==> config.mk <==
export PLATFORM = sky130hd
export DESIGN_NAME = cache_mem_arbiter_flat
export DESIGN_NICKNAME = d
export VERILOG_FILES = /design/src/rtl/cache_pkg.sv /design/src/rtl/cache_mem_arbiter_if.sv /design/src/rtl/arb_burst_counter.sv /design/src/rtl/cache_mem_arbiter.sv /design/src/flat_wrapper.sv
export SDC_FILE = /design/constraint.sdc
export NUM_CORES = 1
export LEC_CHECK = 0
export ABC_AREA = 1
export CAP_MARGIN = 10
export CELL_PAD_IN_SITES_DETAIL_PLACEMENT = 1
export CELL_PAD_IN_SITES_GLOBAL_PLACEMENT = 1
export CORE_MARGIN = 2
export CORE_UTILIZATION = 27
export CTS_BUF_LIST = sky130_fd_sc_hd__clkbuf_16
export DETAILED_ROUTE_END_ITERATION = 6
export PLACE_DENSITY = 0.91
export SYNTH_ARGS = -nofsm -noshare
export SYNTH_HDL_FRONTEND = slang
export SYNTH_SLANG_ARGS = --single-unit
==> constraint.sdc <==
create_clock -name clk -period 1.66 [get_ports clk]
set_input_delay 0.249 -clock clk [delete_from_list [all_inputs] [get_ports clk]]
set_output_delay 0.249 -clock clk [all_outputs]
set_load 0.02 [all_outputs]
==> src/rtl/cache_pkg.sv <==
// Shared definitions for the I/D cache memory arbiter: FSM encoding, burst geometry
// and the fill-address helper.
package cache_pkg;

    typedef enum logic [1:0] {
        IDLE    = 2'd0,
        I_FILL  = 2'd1,
        D_FILL  = 2'd2,
        D_WRITE = 2'd3
    } arb_state_e;

    typedef enum logic {
        GNT_I = 1'b0,
        GNT_D = 1'b1
    } grant_owner_e;

    localparam int BLOCK_WORDS = 8;
    localparam int MEM_LATENCY = 4;
    localparam int WORD_IDX_W  = $clog2(BLOCK_WORDS);

    // 16-bit words, so the byte address of word idx is {block, idx, 0}
    function automatic logic [15:0] word_addr(input logic [11:0] blk,
                                              input logic [WORD_IDX_W-1:0] idx);
        return {blk, idx, 1'b0};
    endfunction

endpackage

==> src/rtl/cache_mem_arbiter_if.sv <==
// Request/grant/memory bus between the two caches, the arbiter and shared memory.
interface cache_mem_arbiter_if;

    logic        i_req;
    logic [15:0] i_addr;
    logic        d_req;
    logic        d_we;
    logic [15:0] d_addr;
    logic [15:0] d_wdata;

    logic [15:0] mem_addr;
    logic        mem_enable;
    logic        mem_wr;
    logic [15:0] mem_wdata;
    logic [15:0] mem_rdata;
    logic        mem_rdata_valid;

    logic        i_grant;
    logic        d_grant;
    logic [15:0] fill_data;
    logic [2:0]  fill_word;
    logic        i_data_valid;
    logic        d_data_valid;
    logic        i_done;
    logic        d_done;

    // Arbiter side
    modport slave (
        input  i_req, i_addr, d_req, d_we, d_addr, d_wdata, mem_rdata, mem_rdata_valid,
        output mem_addr, mem_enable, mem_wr, mem_wdata, i_grant, d_grant,
               fill_data, fill_word, i_data_valid, d_data_valid, i_done, d_done
    );

    // Cache/memory side
    modport master (
        output i_req, i_addr, d_req, d_we, d_addr, d_wdata, mem_rdata, mem_rdata_valid,
        input  mem_addr, mem_enable, mem_wr, mem_wdata, i_grant, d_grant,
               fill_data, fill_word, i_data_valid, d_data_valid, i_done, d_done
    );

endinterface

==> src/rtl/arb_burst_counter.sv <==
// Issue and return word counters for one 8-word fill burst, with last-beat detect.
module arb_burst_counter
    import cache_pkg::*;
(
    input  logic                  clk,
    input  logic                  rst,
    input  logic                  start,
    input  logic                  issue_step,
    input  logic                  beat,
    output logic [WORD_IDX_W-1:0] issue_idx,
    output logic                  issue_active,
    output logic [WORD_IDX_W-1:0] ret_cnt,
    output logic                  last_beat
);

    localparam logic [WORD_IDX_W-1:0] IDX_ZERO = WORD_IDX_W'(0);
    localparam logic [WORD_IDX_W-1:0] IDX_ONE  = WORD_IDX_W'(1);
    localparam logic [WORD_IDX_W-1:0] IDX_LAST = WORD_IDX_W'(BLOCK_WORDS - 1);

    logic [WORD_IDX_W-1:0] issue_idx_r;
    logic                  issue_active_r;
    logic [WORD_IDX_W-1:0] ret_cnt_r;

    // The parent registers word 0 itself on state entry, so issuing resumes at word 1
    always_ff @(posedge clk) begin
        if (rst) begin
            issue_idx_r    <= IDX_ZERO;
            issue_active_r <= 1'b0;
            ret_cnt_r      <= IDX_ZERO;
        end else if (start) begin
            issue_idx_r    <= IDX_ONE;
            issue_active_r <= 1'b1;
            ret_cnt_r      <= IDX_ZERO;
        end else begin
            if (issue_step) begin
                issue_idx_r    <= issue_idx_r + IDX_ONE;
                issue_active_r <= (issue_idx_r != IDX_LAST);
            end
            if (beat) begin
                ret_cnt_r <= (ret_cnt_r == IDX_LAST) ? IDX_ZERO : (ret_cnt_r + IDX_ONE);
            end
        end
    end

    assign issue_idx    = issue_idx_r;
    assign issue_active = issue_active_r;
    assign ret_cnt      = ret_cnt_r;
    assign last_beat    = beat && (ret_cnt_r == IDX_LAST);

endmodule

==> src/rtl/cache_mem_arbiter.sv <==
// Arbitrates I-cache fills and D-cache fills/write-throughs onto one memory port.
// Define ARB_FIXED_PRIO_EN for fixed D-over-I priority; default is round-robin.
module cache_mem_arbiter
    import cache_pkg::*;
(
    input  logic               clk,
    input  logic               rst,
    cache_mem_arbiter_if.slave bus
);

    arb_state_e            state_r;
    grant_owner_e          last_gnt_r;
    logic [11:0]           blk_r;
    logic [15:0]           mem_addr_r;
    logic                  mem_enable_r;
    logic                  mem_wr_r;
    logic [15:0]           mem_wdata_r;
    logic                  i_grant_r;
    logic                  d_grant_r;

    logic                  pick_i_s;
    logic                  pick_d_s;
    logic                  fill_s;
    logic                  beat_s;
    logic                  start_s;
    logic                  issue_step_s;
    logic [WORD_IDX_W-1:0] issue_idx_s;
    logic                  issue_active_s;
    logic [WORD_IDX_W-1:0] ret_cnt_s;
    logic                  last_beat_s;

    // Tie-break between simultaneous requests
    always_comb begin
        pick_i_s = 1'b0;
        pick_d_s = 1'b0;
        if (bus.i_req && bus.d_req) begin
`ifdef ARB_FIXED_PRIO_EN
            pick_d_s = 1'b1;
`else
            pick_d_s = (last_gnt_r == GNT_I);
            pick_i_s = (last_gnt_r == GNT_D);
`endif
        end else begin
            pick_i_s = bus.i_req;
            pick_d_s = bus.d_req;
        end
    end

    assign fill_s       = (state_r == I_FILL) || (state_r == D_FILL);
    assign beat_s       = fill_s && bus.mem_rdata_valid;
    assign start_s      = (state_r == IDLE) && (pick_i_s || (pick_d_s && !bus.d_we));
    assign issue_step_s = fill_s && issue_active_s;

    arb_burst_counter u_burst_counter (
        .clk          (clk),
        .rst          (rst),
        .start        (start_s),
        .issue_step   (issue_step_s),
        .beat         (beat_s),
        .issue_idx    (issue_idx_s),
        .issue_active (issue_active_s),
        .ret_cnt      (ret_cnt_s),
        .last_beat    (last_beat_s)
    );

    // Arbiter FSM; memory command and grants are registered one cycle ahead of use
    always_ff @(posedge clk) begin
        if (rst) begin
            state_r      <= IDLE;
            last_gnt_r   <= GNT_I;
            blk_r        <= 12'h000;
            mem_addr_r   <= 16'h0000;
            mem_enable_r <= 1'b0;
            mem_wr_r     <= 1'b0;
            mem_wdata_r  <= 16'h0000;
            i_grant_r    <= 1'b0;
            d_grant_r    <= 1'b0;
        end else begin
            mem_addr_r   <= 16'h0000;
            mem_enable_r <= 1'b0;
            mem_wr_r     <= 1'b0;
            mem_wdata_r  <= 16'h0000;
            case (state_r)
                IDLE: begin
                    if (pick_d_s) begin
                        last_gnt_r   <= GNT_D;
                        d_grant_r    <= 1'b1;
                        mem_enable_r <= 1'b1;
                        if (bus.d_we) begin
                            state_r     <= D_WRITE;
                            mem_wr_r    <= 1'b1;
                            mem_addr_r  <= bus.d_addr;
                            mem_wdata_r <= bus.d_wdata;
                        end else begin
                            state_r    <= D_FILL;
                            blk_r      <= bus.d_addr[15:4];
                            mem_addr_r <= word_addr(bus.d_addr[15:4], WORD_IDX_W'(0));
                        end
                    end else if (pick_i_s) begin
                        state_r      <= I_FILL;
                        last_gnt_r   <= GNT_I;
                        i_grant_r    <= 1'b1;
                        blk_r        <= bus.i_addr[15:4];
                        mem_enable_r <= 1'b1;
                        mem_addr_r   <= word_addr(bus.i_addr[15:4], WORD_IDX_W'(0));
                    end else begin
                        state_r <= IDLE;
                    end
                end
                I_FILL, D_FILL: begin
                    if (issue_active_s) begin
                        mem_enable_r <= 1'b1;
                        mem_addr_r   <= word_addr(blk_r, issue_idx_s);
                    end
                    if (last_beat_s) begin
                        state_r   <= IDLE;
                        i_grant_r <= 1'b0;
                        d_grant_r <= 1'b0;
                    end
                end
                D_WRITE: begin
                    state_r   <= IDLE;
                    d_grant_r <= 1'b0;
                end
                default: begin
                    state_r   <= IDLE;
                    i_grant_r <= 1'b0;
                    d_grant_r <= 1'b0;
                end
            endcase
        end
    end

    assign bus.mem_addr   = mem_addr_r;
    assign bus.mem_enable = mem_enable_r;
    assign bus.mem_wr     = mem_wr_r;
    assign bus.mem_wdata  = mem_wdata_r;
    assign bus.i_grant    = i_grant_r;
    assign bus.d_grant    = d_grant_r;

    // Read returns reach the owner in the cycle they arrive; zero when not a fill beat
    assign bus.fill_data    = beat_s ? bus.mem_rdata : 16'h0000;
    assign bus.fill_word    = beat_s ? ret_cnt_s : 3'd0;
    assign bus.i_data_valid = beat_s && (state_r == I_FILL);
    assign bus.d_data_valid = beat_s && (state_r == D_FILL);
    assign bus.i_done       = last_beat_s && (state_r == I_FILL);
    assign bus.d_done       = (last_beat_s && (state_r == D_FILL)) || (state_r == D_WRITE);

endmodule

==> src/flat_wrapper.sv <==
// flat-port wrapper written by rule: the top's interface ports become plain ports
module cache_mem_arbiter_flat import cache_pkg::*;
  (clk, rst, bus_i_req, bus_i_addr, bus_d_req, bus_d_we, bus_d_addr, bus_d_wdata, bus_mem_rdata, bus_mem_rdata_valid, bus_mem_addr, bus_mem_enable, bus_mem_wr, bus_mem_wdata, bus_i_grant, bus_d_grant, bus_fill_data, bus_fill_word, bus_i_data_valid, bus_d_data_valid, bus_i_done, bus_d_done);
  cache_mem_arbiter_if bus_i ();
  input  logic clk;
  input  logic rst;
  input wire logic [$bits(bus_i.i_req)-1:0] bus_i_req;
  input wire logic [$bits(bus_i.i_addr)-1:0] bus_i_addr;
  input wire logic [$bits(bus_i.d_req)-1:0] bus_d_req;
  input wire logic [$bits(bus_i.d_we)-1:0] bus_d_we;
  input wire logic [$bits(bus_i.d_addr)-1:0] bus_d_addr;
  input wire logic [$bits(bus_i.d_wdata)-1:0] bus_d_wdata;
  input wire logic [$bits(bus_i.mem_rdata)-1:0] bus_mem_rdata;
  input wire logic [$bits(bus_i.mem_rdata_valid)-1:0] bus_mem_rdata_valid;
  output wire logic [$bits(bus_i.mem_addr)-1:0] bus_mem_addr;
  output wire logic [$bits(bus_i.mem_enable)-1:0] bus_mem_enable;
  output wire logic [$bits(bus_i.mem_wr)-1:0] bus_mem_wr;
  output wire logic [$bits(bus_i.mem_wdata)-1:0] bus_mem_wdata;
  output wire logic [$bits(bus_i.i_grant)-1:0] bus_i_grant;
  output wire logic [$bits(bus_i.d_grant)-1:0] bus_d_grant;
  output wire logic [$bits(bus_i.fill_data)-1:0] bus_fill_data;
  output wire logic [$bits(bus_i.fill_word)-1:0] bus_fill_word;
  output wire logic [$bits(bus_i.i_data_valid)-1:0] bus_i_data_valid;
  output wire logic [$bits(bus_i.d_data_valid)-1:0] bus_d_data_valid;
  output wire logic [$bits(bus_i.i_done)-1:0] bus_i_done;
  output wire logic [$bits(bus_i.d_done)-1:0] bus_d_done;
  assign bus_i.i_req = bus_i_req;
  assign bus_i.i_addr = bus_i_addr;
  assign bus_i.d_req = bus_d_req;
  assign bus_i.d_we = bus_d_we;
  assign bus_i.d_addr = bus_d_addr;
  assign bus_i.d_wdata = bus_d_wdata;
  assign bus_i.mem_rdata = bus_mem_rdata;
  assign bus_i.mem_rdata_valid = bus_mem_rdata_valid;
  assign bus_mem_addr = bus_i.mem_addr;
  assign bus_mem_enable = bus_i.mem_enable;
  assign bus_mem_wr = bus_i.mem_wr;
  assign bus_mem_wdata = bus_i.mem_wdata;
  assign bus_i_grant = bus_i.i_grant;
  assign bus_d_grant = bus_i.d_grant;
  assign bus_fill_data = bus_i.fill_data;
  assign bus_fill_word = bus_i.fill_word;
  assign bus_i_data_valid = bus_i.i_data_valid;
  assign bus_d_data_valid = bus_i.d_data_valid;
  assign bus_i_done = bus_i.i_done;
  assign bus_d_done = bus_i.d_done;
  cache_mem_arbiter u_core (.clk(clk), .rst(rst), .bus(bus_i));
endmodule
Word level (Yosys, flattened, before mapping)
Cells that the tools add are included.
- magnitude comparators: 0
- shift operators: 0
- muxes and demuxes: 35
- equal/unequal tests: 10
- multipliers: 0
- bitwise logic cells: 4
- reductions and logical operators: 26
- div/mod/pow operators: 0
- $add $sub $neg: 2
- operators with widths (operator ; count):
    16-bit 2-to-1 mux ; 4
    12-bit 2-to-1 mux ; 3
    16-bit one-hot mux with 2 select lines ; 1
    1-bit 2-to-1 mux ; 18
    1-bit logical AND ; 10
    3-bit by 1-bit adder with 3-bit output (second input constant) ; 2
    3-bit 2-to-1 mux ; 2
    2-bit by 1-bit != test with 1-bit output (second input constant) ; 3
    2-bit one-hot mux with 3 select lines ; 1
    2-bit nonzero test ; 3
    2-bit == test (second input constant) ; 2
    2-bit 2-to-1 mux ; 2
    4-bit 2-to-1 mux ; 1
    2-bit != test (second input constant) ; 2
    1-bit NOT ; 4
    1-bit one-hot mux with 2 select lines ; 2
    2-bit AND reduction ; 2
    4-bit AND reduction ; 1
    2-bit OR reduction ; 2
    4-bit OR reduction ; 1
    3-bit == test (second input constant) ; 1
    1-bit logical OR ; 3
    3-bit != test (second input constant) ; 1
    1-bit one-hot mux with 3 select lines ; 1
    5 further kinds ; 5
- register bits: 58
- memories: 0
- word-level logic and storage cells: 90
- output and inout port bits: 59
- latch bits: 0
- memory bits (writable): 0
- ROM bits: 0

Longest topological paths before layout
Gate-level depths: netlist of run 1.
- word-level depth: 6
- mapped depth: 10
- gate-level depth less buffers: 8

Modules after synthesis
Synthesis of run 1 repeated with hierarchy kept, for this count alone.
- cell total of the unflattened synthesis: 405
- area, all modules: 2692.6 µm²
- modules (own cells, without submodules) (module ; cells an instance ; times used ; area each (µm²) ; sequential area each (µm²)):
    cache_mem_arbiter ; 362 ; 1 ; 2372.3 ; 1021.0
    arb_burst_counter ; 43 ; 1 ; 320.3 ; 140.1

Least setup slack after synthesis of run 1
Ideal clock, no wire load.
- kind: reg-to-output
- from: register u_core.state_r[0]
- to: output bus_fill_data[10]
- path buffers: 2
- slack: -46 ps
- cell stages (with the launch flop): 7
- arrival: 1457 ps
- cell sequence: dfxtp_1 -> inv_1 -> ha_1 -> buf_4 -> nand2_1 -> clkbuf_1 -> nor2_1
- longest elaborated chain between the ends: 4
- RTL lines (item ; RTL line ; text):
    start: declaration ; cache_mem_arbiter.sv:11 ; arb_state_e state_r;
    start signal: assignment ; cache_mem_arbiter.sv:69 ; state_r <= IDLE;
    start signal: assignment ; cache_mem_arbiter.sv:90 ; state_r <= D_WRITE;
    start signal: assignment ; cache_mem_arbiter.sv:95 ; state_r <= D_FILL;
    2-bit by 1-bit == test with 1-bit output / 2-bit == test (equally long branches) ; cache_mem_arbiter.sv:49 ; assign fill_s = (state_r == I_FILL) || (state_r == D_FILL);
    1-bit logical OR (*) ; cache_mem_arbiter.sv:49 ;
    1-bit logical AND (*) ; cache_mem_arbiter.sv:50 ; assign beat_s = fill_s && bus.mem_rdata_valid;
    16-bit 2-to-1 mux (*) ; cache_mem_arbiter.sv:142 ; assign bus.fill_data = beat_s ? bus.mem_rdata : 16'h0000;
    end: declaration ; flat_wrapper.sv:21 ; output wire logic [$bits(bus_i.fill_data)-1:0] bus_fill_data;
Every way passes the cells marked *; elsewhere a longest branch is shown, timed or not.

Worst setup path in the final report of run 1
- from: register u_core.state_r[0]
- to: output bus_fill_data[0]
The elaborated chain is that of the path after synthesis.

==> results of run 1 <==
power breakdown:
part	switching, mW	leakage (nW)	total, mW	internal [mW]
clock network	0.635	0.156	1.93	1.30
registers	0.131	0.476	1.79	1.66
logic	1.78	1.49	3.13	1.35
total	2.54	2.12	6.85	4.31
state kept, by name (all words and copies together), names as in the netlist, 2 cells and up:
signal                            cells
u_core.blk_r                         12
u_core.state_r                        2
u_core.u_burst_counter.issue_idx      3
u_core.u_burst_counter.ret_cnt        3
u_core.bus.mem_addr                  16
u_core.bus.mem_wdata                 16
layout make-up:
cell class	instances	area, µm²
clock buffer	9	225
inverter	52	200
fill	1191	4940
multi-input combinational	246	1370
sequential	58	1170
clock inverter	7	83.8
timing repair buffer	151	1490
tap	133	166
Yosys cell counts, drive strengths merged, types with 2 or more instances:
cell type	number	area, µm²
o21ai	15	75.1
buf	12	103
nand4	3	18.8
clkbuf	3	12.5
nor2	74	295
nand2	97	399
inv	52	198
a21oi	25	125
ha	9	113
nand3	16	92.6
dfxtp	58	1160
nor3	2	10.0
routing by layer:
| layer | global-route usage (%) | share of wire [%] | vias up |
|---|---|---|---|
| li1 | - | - | 1430 |
| met1 | 20.0 | 39 | 1394 |
| met2 | 36.8 | 54 | 88 |
| met3 | 6.37 | 5.1 | 19 |
| met4 | 7.69 | 2.1 | 0 |
| met5 | 0 | 0 | - |
repair_timing:
| action | 4_1_cts | 5_1_grt |
|---|---|---|
| endpoints found under the hold margin | 0 | 0 |
| gates cloned | 1 | 1 |
| pin swaps | 2 | 4 |
| buffers inserted | 2 | 0 |
| setup endpoints to repair | 23 | 37 |
| resized for setup | 174 | 15 |
worst min-delay path, stage by stage:
cell and delay [ns]:
clkdlybuf4s50_1 0.40, inv_1 0.05, nor2_1 0.03
logic make-up (layout without fill, tap and decap cells):
logic type	Yosys count	in the layout	share of synthesized area [%]
flip-flops	58	58	44.0
buffers and inverters	67	219	11.9
AO/OA/AOI/OAI	43	43	8.39
XOR/XNOR	1	1	0.332
AND/OR/NAND/NOR	193	193	31.2
adder cells (fa/ha/maj)	9	9	4.27
worst paths after layout:
kind,end,slack [ns]
setup / recovery,bus_fill_data[0],-0.11
hold / removal,u_core.bus.mem_wdata[15],0.45
setup reg to reg,u_core.bus.mem_addr[15],0.16
hold reg to reg,u_core.blk_r[10],0.47
==> summary.md, run 1 <==
| Metric | Value |
|---|---|
| Hold_buf cts | `0` |
| Clock Path Buffers | `2` |
| Worst hold path startpoint | `bus_d_wdata[15]` |
| Initial core utilization | `27.4%` |
| Reg2reg path depth | `8` |
| Number of synthesized flops with an enable pin | `0` |
| Worst VDD drop | `0.000624 V` |
| Critical path class | `register to output pin` |
| Routed vias/inst | `4.47` |
| Largest net degree at the start of global routing | `20` |
| Max Cap Viol | `0` |
| Initial DRC count | `76` |
| Boundary Pins | `129` |
| Type of the worst min-delay path | `input pin to register` |
| Worst Hold Path Cells | `3` |
| Buf/Inv on CP | `3` |
| Die Area | `10600 µm²` |
| Port bufs | `124` |
| CP required | `1.41 ns` |
| Share of layout cells above drive strength 1 | `21.2%` |
| CP Launch Point | `u_core.state_r[0]` |
| # rows | `36` |
| Clk_skew | `0.00349 ns` |
| Most common cell after layout, fill and taps aside | `clkdlybuf4s50_1` |
| Status | `finished with violations` |
| Chip height | `103 µm` |
| Nets | `597` |
| Worst skew pair latency | `0.33 ns` |
| Setup TNS | `-1.52 ns` |
| Clock transition at the registers of the reported paths | `0.05 ns` |
| Stages on the worst setup path | `6` |
| Crit-path max FO | `8` |
| N_diodes | `0` |
| Post-route insts no fill | `656` |
| H-tree levels | `3` |
| Crit-path leading delay family | `buffers and inverters` |
| Initial antenna violation count | `0` |
| Relative slew slack | `72.6%` |
| Crit path largest cell delay | `0.33 ns` |
| Most frequent cells in the layout | `100 x clkdlybuf4s50_1, 90 x nand2_1, 54 x dfxtp_1, 52 x nor2_1, 47 x inv_1` |
| Sequential area share after synthesis | `44.0%` |
| Routed WL | `10000 µm` |
| Fin crit share | `106%` |
| CTS buffer count | `9` |
| Root Buffer | `clkbuf_16` |
| Post-Place Setup Slack | `-0.411 ns` |
| Detailed Routing Iterations Pass 1 | `4` |
| Fin area | `4700 µm²` |
| Reg2reg start | `u_core.state_r[0]` |
| Setup WS post-layout | `-0.108 ns` |
| Post-route ant nets | `0` |
| Failing checks | `setup timing` |
| Crit start category | `register` |
| Post-Syn Nets | `450` |
| Area growth from synthesis to layout | `78.1%` |
| Final setup fails | `21` |
| Worst Tran Pin Value | `0.411 ns` |
| Area after DPL | `4130 µm²` |
| Cell count after placement | `637` |
| Syn. warnings | `0` |
| GPL Wtd Cong | `0.785` |
| Leak | `2.12 nW` |
| DRC | `0` |
| First-pass GRT wire length | `15600 µm` |
| Total GRT Usage | `19.6%` |
| Dpl hpwl | `6990 µm` |
| Mapped Area | `2640 µm²` |
| Clock Sinks | `58` |
| Routed len/inst | `15.3 µm` |
| Crit end category | `output pin` |
| Hold Vio Cnt, Final | `0` |
| Synthesis-stage register bit count | `58` |
| RSZ-0062 raised after global routing | `yes` |
| CP arrival | `1.52 ns` |
| CTS tree | `done` |
| Final core occ | `48.8%` |
| Core ar. | `9640 µm²` |
| Cell Pwr Density | `1460 nW/µm²` |
| Critical path cell sequence | `inv_2 -> ha_4 -> nand2_8 -> buf_16 -> nor2_4 -> buf_6` |
| Final Power | `6.85 mW` |
| DR vias | `2931` |
| Avg Cell Area, Syn | `7.11 µm²` |
| Slowest CP cell | `dfxtp_2` |
| Min Tclk post-route | `1.77 ns` |
| Die Width | `103 µm` |
| Async SR Flop Fraction | `0%` |
| Grt ovf | `0` |
| Unique cell type count in the Yosys netlist | `28` |
| Max-slew violation count | `0` |
| Top_reg_cell synth | `dfxtp_1` |
| F_max | `0.566 GHz` |
| Worst hold slack | `0.448 ns` |
| Post-synthesis cell count | `371` |
| Vias in the first global route | `3177` |
Note: power is estimated with default switching activity, not from simulation.
==> run 2: changes to the inputs <==
--- a/config.mk
+++ b/config.mk
@@ -10,10 +10,11 @@
 export CELL_PAD_IN_SITES_DETAIL_PLACEMENT = 1
 export CELL_PAD_IN_SITES_GLOBAL_PLACEMENT = 1
 export CORE_MARGIN = 2
-export CORE_UTILIZATION = 27
+export CORE_UTILIZATION = 29
 export CTS_BUF_LIST = sky130_fd_sc_hd__clkbuf_16
 export DETAILED_ROUTE_END_ITERATION = 6
-export PLACE_DENSITY = 0.91
+export PLACE_DENSITY = 0.95
+export REMOVE_ABC_BUFFERS = 1
 export SYNTH_ARGS = -nofsm -noshare
 export SYNTH_HDL_FRONTEND = slang
 export SYNTH_SLANG_ARGS = --single-unit
==> constraint.sdc (replaced) <==
create_clock -name clk -period 2.25 [get_ports clk]
set_input_delay 0.3375 -clock clk [delete_from_list [all_inputs] [get_ports clk]]
set_output_delay 0.3375 -clock clk [all_outputs]
set_load 0.02 [all_outputs]
==> summary.md, run 2 (synthesis gave the netlist of run 1 again) <==
| Metric | Value |
|---|---|
| Status | `finished clean` |
| Nets | `580` |
| CP arrival | `1.83 ns` |
| Relative slew slack | `67.6%` |
| Clock Sinks | `58` |
| Worst VDD drop | `0.000436 V` |
| # rows | `34` |
| Type of the worst min-delay path | `register to register` |
| Boundary Pins | `129` |
| Worst hold slack | `0.473 ns` |
| Root Buffer | `clkbuf_16` |
| Dpl hpwl | `6720 µm` |
| Routed WL | `8900 µm` |
| Clock Path Buffers | `2` |
| Cell count after placement | `598` |
| Worst hold path startpoint | `u_core.bus.d_grant` |
| GPL Wtd Cong | `0.715` |
| Largest net degree at the start of global routing | `20` |
| Combinational share of power | `41.1%` |
| First-pass GRT wire length | `14600 µm` |
| Setup Fix Bufs, Post-CTS | `0` |
| Leak | `2.01 nW` |
| Die Width | `99.4 µm` |
| DR vias | `2779` |
| N_diodes | `0` |
| Routed vias/inst | `4.53` |
| CTS tree | `done` |
| Most common cell after layout, fill and taps aside | `clkdlybuf4s50_1` |
| Reg2reg path depth | `7` |
| F_max | `0.462 GHz` |
| Initial DRC count | `84` |
| Max-slew violation count | `0` |
| Initial antenna violation count | `0` |
| Reg2reg start | `u_core.state_r[1]` |
| Grt ovf | `0` |
| Endpoint of the worst-slack reg-to-reg timing path | `u_core.bus.mem_addr[11]` |
| CP required | `1.91 ns` |
| Hold Vio Cnt, Final | `0` |
| Psw | `1.65 mW` |
| Post-route insts no fill | `614` |
| Clock transition at the registers of the reported paths | `0.05 ns` |
| Die Area | `9880 µm²` |
| Worst skew pair latency | `0.32 ns` |
| Hold Path Sink | `u_core.bus.d_grant` |
| Fin crit share | `96.2%` |
| Core ar. | `8760 µm²` |
| Cell Pwr Density | `1050 nW/µm²` |
| Area growth from synthesis to layout | `59.9%` |
| Min Tclk post-route | `2.16 ns` |
| Total GRT Usage | `18.7%` |
| Share of layout cells above drive strength 1 | `9.68%` |
| Worst Tran Pin Value | `0.486 ns` |
| Hold_buf cts | `0` |
| Sw Ratio | `37.3%` |
| Clk_skew | `0.00528 ns` |
| Routed len/inst | `14.5 µm` |
| Final Power | `4.42 mW` |
| Most frequent cells in the layout | `102 x clkdlybuf4s50_1, 90 x nand2_1, 71 x nor2_1, 58 x dfxtp_1, 50 x inv_1` |
| Post-Place Setup Slack | `-0.0889 ns` |
| Detailed Routing Iterations Pass 1 | `4` |
| Chip height | `99.4 µm` |
| Setup WS post-layout | `0.0863 ns` |
| Max Cap Viol | `0` |
| Critical path class | `register to output pin` |
| Reg power frac | `29.6%` |
| DRC | `0` |
| Internal power | `2.77 mW` |
| Initial core utilization | `30.1%` |
| Port bufs | `124` |
| Setup TNS | `0 ns` |
| Vias in the first global route | `3070` |
| Crit start category | `register` |
| H-tree levels | `3` |
| Post-route ant nets | `0` |
| Reg2Reg Setup Slack | `0.41 ns` |
| Clock power share | `29.4%` |
| Crit end category | `output pin` |
| Worst Hold Path Cells | `2` |
| Final setup fails | `0` |
| Crit-path max FO | `18` |
| CTS buffer count | `9` |
## run 2: layout make-up
class	count	area [µm²]
fill	1093	4540
tap	108	135
clock inverter	7	60.1
multi-input combinational	246	1170
inverter	52	198
timing repair buffer	134	1270
clock buffer	9	225
sequential	58	1160
## run 2: power by group through the flow
stage	Sequential (mW)	Combinational, mW	Clock [mW]
floorplan	1.42	0.896	0
global placement	1.31	1.77	0
detailed placement	1.33	1.85	0
CTS	1.31	1.83	1.33
global route	1.33	1.99	1.39
finish	1.31	1.81	1.30
## run 2: worst max-delay path, cell delays in order, from the launching register on
cell	delay, ns
dfxtp_1	0.33
inv_1	0.08
ha_2	0.38
nand2_2	0.12
buf_12	0.17
nor2_1	0.09
dlygate4sd2_1	0.35
## run 2: how the worst max path moves through the flow
stage | start | endpoint | slack [ns] | depth (start not counted)
3_5_place_dp | bus_mem_rdata_valid | bus_fill_data[14] | -0.09 | 5
3_3_place_gp | bus_mem_rdata_valid | bus_fill_word[1] | 0.05 | 5
4_1_cts | u_core.state_r[1] | bus_fill_word[1] | 0.0001 | 6
6_report | u_core.state_r[1] | bus_fill_data[8] | 0.09 | 6
2_1_floorplan | u_core.state_r[0] | bus_fill_word[0] | 0.24 | 4
5_1_grt | u_core.state_r[1] | bus_fill_data[14] | -0.0007 | 6
## run 2: per-stage QoR
stage / instance area (µm²) / util, %
4_1_cts: 4250 / 48.5
3_3_place_gp: 3990 / 45.5
6_report: 4220 / 48.2
5_1_grt: 4220 / 48.2
2_1_floorplan: 2520 / -
3_5_place_dp: 3990 / 45.5
## run 2: repair_timing
| action | 4_1_cts | 5_1_grt |
|---|---|---|
| cloned | 0 | 0 |
| endpoints found under the setup margin | 22 | 19 |
| resized for setup | 26 | 24 |
## run 2: routing by layer
layer / GRT usage [%] / share of wire, %
met5: 0 / 0
met1: 19.6 / 40
met3: 5.48 / 5.5
met2: 36.0 / 53
met4: 4.95 / 1.3
==> run 3: changes to the inputs <==
--- a/config.mk
+++ b/config.mk
@@ -6,6 +6,7 @@
 export NUM_CORES = 1
 export LEC_CHECK = 0
 export ABC_AREA = 1
+export ABC_CLOCK_PERIOD_IN_PS = 2250
 export CAP_MARGIN = 10
 export CELL_PAD_IN_SITES_DETAIL_PLACEMENT = 1
 export CELL_PAD_IN_SITES_GLOBAL_PLACEMENT = 1
==> results of run 3 <==
The final DEF is identical to that of run 2; final timing and power are the same.
